**src/rtl/ga_mutation_unit.sv**
```systemverilog
// Genetic-algorithm mutation stage: walks the genes of one chromosome serially,
// drawing a mutate/no-mutate byte and a bit-select from the LSFR per gene.
module ga_mutation_unit #(
    parameter int unsigned S_WIDTH    = 8,
    parameter int unsigned INT_WIDTH  = 2,
    parameter int unsigned GENE_WIDTH = 4,
    parameter int unsigned N_GENES    = 8,
    localparam int unsigned CW        = N_GENES * GENE_WIDTH,
    localparam int unsigned CNT_W     = $clog2(N_GENES + 1)
) (
    input  logic                 clk_i,
    input  logic                 rst_i,
    input  logic                 start_i,
    input  logic [CW-1:0]        chrom_i,
    input  logic [S_WIDTH-1:0]   rate_i,
    input  logic [S_WIDTH-1:0]   rng_byte_i,
    input  logic [INT_WIDTH-1:0] rng_int_i,
    output logic [1:0]           rng_mode_o,
    output logic                 busy_o,
    output logic                 done_o,
    output logic [CW-1:0]        chrom_o,
    output logic [CNT_W-1:0]     mut_cnt_o
);

    localparam int unsigned GIW   = (N_GENES > 1) ? $clog2(N_GENES) : 1;
    localparam int unsigned IDX_W = GIW + INT_WIDTH;

    typedef enum logic [2:0] {
        S_IDLE,
        S_PROB,
        S_POS,
        S_APPLY,
        S_DONE
    } state_t;

    state_t             state_q;
    state_t             state_d;
    logic [CW-1:0]      work_r;
    logic [S_WIDTH-1:0] rate_r;
    logic [S_WIDTH-1:0] prob_r;
    logic [GIW-1:0]     gene_idx;
    logic [CNT_W-1:0]   mut_cnt;
    logic [1:0]         mode_d;
    logic               busy_d;
    logic               done_d;
    logic               last_gene;
    logic [IDX_W-1:0]   flip_idx;
    logic [CW-1:0]      flip_mask;

    // State register
    always_ff @(posedge clk_i) begin
        if (rst_i) begin
            state_q <= S_IDLE;
        end else begin
            state_q <= state_d;
        end
    end

    assign last_gene = (gene_idx == GIW'(N_GENES - 1));

    // Next-state logic
    always_comb begin
        state_d = state_q;
        case (state_q)
            S_IDLE:  if (start_i) state_d = S_PROB;
            S_PROB:  state_d = S_POS;
            S_POS:   state_d = S_APPLY;
            S_APPLY: state_d = last_gene ? S_DONE : S_PROB;
            S_DONE:  state_d = S_IDLE;
            default: state_d = S_IDLE;
        endcase
    end

    // Output decode; the mode tracks the state so the LSFR answers one cycle later
    always_comb begin
        mode_d = 2'd0;
        case (state_d)
            S_PROB:  mode_d = 2'd2;
            S_POS:   mode_d = 2'd1;
            default: mode_d = 2'd0;
        endcase
        busy_d = (state_d != S_IDLE) || (state_q == S_DONE);
        done_d = (state_q == S_DONE);
    end

    // Gene bit index: gene_idx*GENE_WIDTH + pos, with GENE_WIDTH == 2**INT_WIDTH
    assign flip_idx  = {gene_idx, rng_int_i};
    assign flip_mask = CW'(1) << flip_idx;

    always_ff @(posedge clk_i) begin
        if (rst_i) begin
            rng_mode_o <= 2'd0;
            busy_o     <= 1'b0;
            done_o     <= 1'b0;
            chrom_o    <= '0;
            mut_cnt_o  <= '0;
            work_r     <= '0;
            rate_r     <= '0;
            prob_r     <= '0;
            gene_idx   <= '0;
            mut_cnt    <= '0;
        end else begin
            rng_mode_o <= mode_d;
            busy_o     <= busy_d;
            done_o     <= done_d;
            case (state_q)
                S_IDLE: begin
                    if (start_i) begin
                        work_r   <= chrom_i;
                        rate_r   <= rate_i;
                        mut_cnt  <= '0;
                        gene_idx <= '0;
                    end
                end
                S_POS: prob_r <= rng_byte_i;
                S_APPLY: begin
                    if (prob_r < rate_r) begin
                        work_r  <= work_r ^ flip_mask;
                        mut_cnt <= mut_cnt + 1'b1;
                    end
                    if (!last_gene) begin
                        gene_idx <= gene_idx + 1'b1;
                    end
                end
                S_DONE: begin
                    chrom_o   <= work_r;
                    mut_cnt_o <= mut_cnt;
                end
                default: ;
            endcase
        end
    end

endmodule

```
**config.mk**
```make
export PLATFORM = sky130hd
export DESIGN_NAME = ga_mutation_unit
export DESIGN_NICKNAME = d
export VERILOG_FILES = /design/src/rtl/ga_mutation_unit.sv
export SDC_FILE = /design/constraint.sdc
export NUM_CORES = 1
export LEC_CHECK = 0
export CAP_MARGIN = 20
export CORE_UTILIZATION = 40
export DETAILED_ROUTE_END_ITERATION = 12
export DONT_BUFFER_PORTS = 1
export PLACE_DENSITY = 0.54
export SYNTH_ARGS = -nofsm -noshare
export SYNTH_HDL_FRONTEND = slang
export SYNTH_SLANG_ARGS = --single-unit
```
**constraint.sdc**
```tcl
create_clock -name clk_i -period 2.4 [get_ports clk_i]
set_clock_uncertainty 0.2 [all_clocks]
set_input_delay 0.48 -clock clk_i [delete_from_list [all_inputs] [get_ports clk_i]]
set_output_delay 0.48 -clock clk_i [all_outputs]
set_load 0.005 [all_outputs]
```
==> results of run 1 <==
worst max-delay path, delay by kind of cell, from the launching register on:
| family | cells | cell delay [ns] |
|---|---|---|
| AOI/OAI and AO/OA | 3 | 0.75 |
| adders and majority gates | 1 | 0.23 |
| buffers and inverters | 2 | 0.19 |
| DFF | 1 | 0.34 |
| and+or+nand+nor | 2 | 0.57 |
metrics by stage:
stage                     hold slack, ns  instances  TNS, ns  setup WS (ns)
after detailed placement           0.245        672  -0.0789        -0.0444
final                             0.0185        690        0         0.0476
after CTS                       0.000902        690        0        0.00444
after global routing             0.00628        690  -0.0695        -0.0539
after floorplan                    0.236        568        0          0.178
after global placement             0.241        672        0         0.0358
routing by layer:
layer | vias to the layer above | track usage
met1 | 1942 | 0.331
met2 | 139 | 0.340
li1 | 2038 | -
met3 | 12 | 0.0611
met4 | 0 | 0.0800
met5 | - | 0
cells in the mapped netlist, types with 4 or more instances:
| master | n | share of area |
|---|---|---|
| nand2b_1 | 4 | 0.0054 |
| nand2_1 | 97 | 0.079 |
| nor4_1 | 32 | 0.043 |
| o311ai_1 | 19 | 0.036 |
| dfxtp_1 | 98 | 0.42 |
| clkbuf_1 | 35 | 0.028 |
| inv_1 | 10 | 0.0081 |
| ha_1 | 10 | 0.027 |
| o31ai_1 | 32 | 0.052 |
| buf_1 | 8 | 0.0065 |
| mux2i_1 | 8 | 0.017 |
| a21oi_1 | 115 | 0.12 |
| nor3b_1 | 4 | 0.0065 |
| nand3b_1 | 4 | 0.0065 |
| nor3_1 | 6 | 0.0065 |
| buf_2 | 6 | 0.0065 |
| nand3_1 | 4 | 0.0043 |
| o311ai_0 | 14 | 0.026 |
| nor2_1 | 21 | 0.017 |
final cells by class:
class	count	area, sq um	area share
clock buffer	10	239	0.0458
tap	140	175	0.0336
clock inverter	6	88.8	0.0170
timing repair buffer	23	245	0.0470
inverter	10	37.5	0.00720
multi-input combinational	403	2460	0.473
sequential	98	1960	0.377
sequential cells by signal (all words and copies together), names as in the netlist:
signal      flops
chrom_o        32
work_r         32
prob_r          8
rate_r          8
mut_cnt         4
mut_cnt_o       4
gene_idx        3
state_q         3
rng_mode_o      2
busy_o          1
done_o          1
path summary, 6_finish.rpt:
| kind | startpoint | to | slack [ns] |
|---|---|---|---|
| max | rate_r[6]$_SDFFE_PP0P_ | mut_cnt[1]$_SDFFE_PP0P_ | 0.05 |
| min reg2reg | rate_r[3]$_SDFFE_PP0P_ | rate_r[3]$_SDFFE_PP0P_ | 0.26 |
| min | rst_i | mut_cnt[2]$_SDFFE_PP0P_ | 0.02 |
| max reg2reg | rate_r[6]$_SDFFE_PP0P_ | mut_cnt[1]$_SDFFE_PP0P_ | 0.05 |
placed cells by master (no fill, tap or decap), drive strengths merged, types with 2 or more instances in the layout:
cell type	count
inv	11
nand3b	5
nor2	22
clkbuf	10
a2111oi	2
nand2	97
bufinv	2
buf	22
nor3b	4
o21ai	3
o21a	2
mux2i	8
o31ai	32
o311ai	33
a21oi	115
and2	3
clkinvlp	2
dfxtp	98
nor2b	3
nor4	32
and4	2
ha	10
or2	3
nand3	4
nand2b	4
nor3	7
nor4b	2
power by group through the flow:
stage	clock (W)	sequential (W)	combinational [W]
global route	0.00170	0.00189	0.000903
global placement	0	0.00190	0.000749
finish	0.00160	0.00187	0.000830
floorplan	0	0.00186	0.000586
CTS	0.00163	0.00186	0.000786
detailed placement	0	0.00190	0.000758
cells by family (layout without fill, tap and decap cells):
logic type | Yosys count | after routing
compound gates | 191 | 191
xor+xnor | 1 | 1
fa+ha+maj | 10 | 10
buf+inv | 67 | 49
flops | 98 | 98
mux | 8 | 8
simple gates | 193 | 193
repair_timing:
item / 4_1_cts / 5_1_grt
cloned: 0 / 0
hold buffers: 2 / 0
resized for setup: 1 / 26
pin swaps: 1 / 4
setup endpoints to repair: 11 / 31
endpoints found under the hold margin: 58 / 0
==> impl_results.md, run 1 <==
* Outcome: complete, no violations
* Ys flop type: dfxtp_1
* Initial antenna violation count at 0
* CP max-delay cell: or4_1
* Vias at 4131
* Int Pwr at 0.00302 W
* Final GP Congestion at 0.789
* Xor/xnor share of the synthesized area at 0.00189
* Critical path cell sequence: inv_2 -> ha_4 -> a21o_1 -> a2111oi_4 -> nor2_2 -> buf_4 -> or4_1 -> a21oi_1
* Number of top-level pins at 93
* Worst stage delay on the critical path at 0.45 ns
* Largest net degree at the start of global routing at 103
* PortBufs at 0
* Mux contribution to synthesized area at 0.0173
* Vias per cell at 5.99
* Fillcell total at 1099
* # diodes at 0
* Simple-Gate Fraction of Synth Area at 0.207
* Cell Pwr Density at 825 nW/um^2
* Flops & latches, synth at 98
* Share of post-route cells with drive strength above 1 at 0.115
* Comb pwr share at 0.193
* Leakage at 1.77 nW
* Gr usage total at 0.234
* Max_cap viols at 0
* Count of different cell masters after synthesis at 45
* Crit. End Element: flop
* DRT Pass-1 Iters at 4
* Yosys Warn Count at 0
* Top Metal Used: met4
* Fin. max-slew vios at 0
* Detailed placement HPWL at 8520 um
* Nets at 608
* Met1 Wirelength at 6320 um
* Met3 Wirelength at 1100 um
* Maximum clock frequency at 425 MHz
* Critical Path RT at 2.49 ns
* Syn nets at 631
* Die area at 12000 sq um
* Setup violators final at 0
* Routed Wire Length at 13600 um
* Area Growth Syn to Fin at 12.5%
* CTS Buf Count at 9
* Worst-margin pin slew at 0.673 ns
* Max-Slew Margin vs Limit at 0.548
* Worst hold path cell count at 1
* Post-CTS setup buffers at 0
* Largest family of logic cells by synthesized area: compound AO/OA/AOI/OAI gates
* Final core occ at 0.471
* Core footprint at 11100 sq um
* Worst skew pair latency at 0.35 ns
* Synth Cell Area at 4640 sq um
* CP max FO at 3
* Data arrival, critical path at 2.44 ns
* Period utilisation layout at 0.980
* First-pass GRT wire length at 21200 um
* Design Power at 0.00430 W
* Chip Width at 110 um
* Minimum clock period at 2.35 ns
* Asr flop ratio synth at 0
* CTS clk-pin slew, worst paths at 0.07 ns
* CTS sink cnt at 98
* Register-to-Register Path Depth at 8
* CTS tree: done
* Post-Synth Adder-Cell Area at 0.0270
* DRT iter0 DRCs at 281
* Number of flops mapped to enable cells by yosys at 0
* Gr ovfl total at 0
* Die H at 110 um
* Row cnt at 38
* Met2 WL at 5970 um
* Fin. Hold Viols at 0
* Synth Area in Compound Gates at 0.261
* Cell count after synthesis at 568
* Seq/Total Area, Yosys at 0.423
* Unrepaired setup endpoints after global routing: true
* Vias in the first global route at 3841
* Sequential share of power at 0.435
* Starting density of the core at 0.419
* Critical Path Start Type: flop
* H-tree lvl count at 3
* Syn Area/Cell at 8.16 sq um
* Clk pwr share at 0.372
* Wire per inst at 19.6 um
* Hold Path Class: primary input to flop
* Sw frac at 0.298
* Placed cell area at 4770 sq um
* CTS Root Cell: clkbuf_16
* VDD IR max at 0.433 mV
* Final instance area at 5220 sq um
* Remaining DRCs at 0
* CTS Buffer Depth at 2
* P_sw at 0.00128 W
* Post-route ant nets at 0
* Crit Path Category: flop to flop
Power figures use the tool's default switching activity.
==> run 2, diff against run 1 <==
CORE_ASPECT_RATIO = 0.7   (was default)
==> impl_results.md, run 2 (same netlist as run 1, synthesis figures left out) <==
* Crit Path Category: flop to flop (unchanged)
* Period utilisation layout at 0.971 (was 0.980)
* Area Growth Syn to Fin at 14.6% (was 12.5%)
* Maximum clock frequency at 429 MHz (was 425 MHz)
* DRT iter0 DRCs at 311 (was 281)
* H-tree lvl count at 3 (unchanged)
* Nets at 612 (was 608)
* Max_cap viols at 0 (unchanged)
* Vias per cell at 5.88 (was 5.99)
* Final core occ at 0.478 (was 0.471)
* DRT Pass-1 Iters at 5 (was 4)
* First-pass GRT wire length at 21400 um (was 21200 um)
* Fin. Hold Viols at 0 (unchanged)
* Wire per inst at 19.3 um (was 19.6 um)
* Vias in the first global route at 3901 (was 3841)
* Critical Path RT at 2.41 ns (was 2.49 ns)
* Most frequent cells in the layout: a21oi_1 (115), nand2_1 (97), dfxtp_1 (97), nor4_1 (32), o31ai_1 (32) (was a21oi_1 (115), nand2_1 (97), dfxtp_1 (96), nor4_1 (32), o31ai_1 (32))
* Setup violators final at 0 (unchanged)
* Most common cell after layout, fill and taps aside: a21oi_1 (unchanged)
* Gr usage total at 0.235 (was 0.234)
* Core footprint at 11100 sq um (about the same)
* Final worst setup slack at 0.0686 ns (was 0.0476 ns)
* Starting density of the core at 0.417 (was 0.419)
* CTS Buffer Depth at 2 (unchanged)
* Share of post-route cells with drive strength above 1 at 0.126 (was 0.115)
* Detailed placement HPWL at 9010 um (was 8520 um)
* CTS sink cnt at 98 (unchanged)
* Vias at 4159 (was 4131)
* Routed Wire Length at 13600 um (about the same)
* Remaining DRCs at 0 (unchanged)
* Register Area at 1960 sq um (about the same)
* Chip Width at 131 um (was 110 um)
* Cell Pwr Density at 778 nW/um^2 (was 825 nW/um^2)
* Pre-CTS setup slack at -0.0361 ns (was -0.0444 ns)
* VDD IR max at 0.356 mV (was 0.433 mV)
* Hold Path Class: primary input to flop (unchanged)
* Max-Slew Margin vs Limit at 0.551 (was 0.548)
* Unrepaired setup endpoints after global routing: true (unchanged)
* CTS clk-pin slew, worst paths at 0.07 ns (about the same)
* Minimum clock period at 2.33 ns (was 2.35 ns)
* Final instance area at 5320 sq um (was 5220 sq um)
* Placed cell area at 4800 sq um (was 4770 sq um)
* Worst-margin pin slew at 0.672 ns (was 0.673 ns)
* Worst skew pair latency at 0.34 ns (was 0.35 ns)
* CTS Root Cell: clkbuf_16 (unchanged)
* Leakage at 1.76 nW (was 1.77 nW)
* Gr ovfl total at 0 (unchanged)
* Number of top-level pins at 93 (unchanged)
* Critical Path Start Type: flop (unchanged)
* Data arrival, critical path at 2.34 ns (was 2.44 ns)
* Largest net degree at the start of global routing at 102 (was 103)
* CP max FO at 10 (was 3)
* Initial antenna violation count at 0 (unchanged)
* Row cnt at 32 (was 38)
* # diodes at 0 (unchanged)
* Outcome: complete, no violations (unchanged)
* CTS tree: done (unchanged)
* CTS Buf Count at 9 (unchanged)
* Biggest regs: chrom_o (32), work_r (32) (unchanged)
* PortBufs at 0 (unchanged)
* Final GP Congestion at 0.840 (was 0.789)
* Die H at 92.1 um (was 110 um)
* Crit. End Element: flop (unchanged)
* Fillcell total at 1079 (was 1099)
* Fin. max-slew vios at 0 (unchanged)
* Die area at 12000 sq um (about the same)
* Multi-input gate area at 2580 sq um (was 2460 sq um)
* Post-route ant nets at 0 (unchanged)
run 2: where the power goes:
group	internal (W)	total, W	switching (W)
Clock	0.000785	0.00138	0.000590
Sequential	0.00176	0.00189	0.000124
Combinational	0.000327	0.000873	0.000546
run 2: path summary, 6_finish.rpt:
check | start | end | slack, ns | cells past startpoint
worst max-delay path | rate_r[5]$_SDFFE_PP0P_ | work_r[7]$_SDFFE_PP0P_ | 0.07 | 8
worst min-delay path | rst_i | work_r[26]$_SDFFE_PP0P_ | 0.05 | 1
worst max register to register | rate_r[5]$_SDFFE_PP0P_ | work_r[7]$_SDFFE_PP0P_ | 0.07 | 8
worst min register to register | rate_r[1]$_SDFFE_PP0P_ | rate_r[1]$_SDFFE_PP0P_ | 0.25 | 2
run 2: layout make-up:
type                            instances  share of cell area
Timing Repair Buffer                   27              0.0494
Clock buffer                           14              0.0516
Clock inverter                          2             0.00188
Multi-Input combinational cell        403               0.485
Inverter                               10             0.00706
Tap cell                              153              0.0360
Sequential cell                        98               0.369
run 2: metrics by stage:
stage	total power, W	instances	hold WS [ns]	setup TNS (ns)
finish	0.00413	707	0.0467	0
global route	0.00434	707	0.00329	-0.281
CTS	0.00406	706	0.000434	0
detailed placement	0.00266	686	0.244	-0.0361
global placement	0.00265	686	0.238	0
floorplan	0.00244	568	0.236	0
run 2: timing repair:
| action | CTS | global route |
|---|---|---|
| endpoints found under the setup margin | 2 | 34 |
| setup buffers | 0 | 1 |
| resized for setup | 2 | 36 |
| hold buffers | 4 | 0 |
| pin swaps | 0 | 1 |
| hold endpoints to repair | 13 | 0 |
run 2: worst max-delay path: stages (launching register included):
cell	delay [ns]
dfxtp_1	0.33
inv_1	0.05
ha_1	0.30
and4_1	0.23
a2111oi_4	0.33
nor2_2	0.11
buf_4	0.20
o311ai_0	0.34
o31ai_1	0.12
run 2: layer usage:
layer,global-route usage,wire length [um],vias up
met5,0,0,-
met4,0.0757,211,0
met3,0.0718,1350,17
met2,0.313,5500,141
met1,0.349,6570,1957
li1,-,-,2044
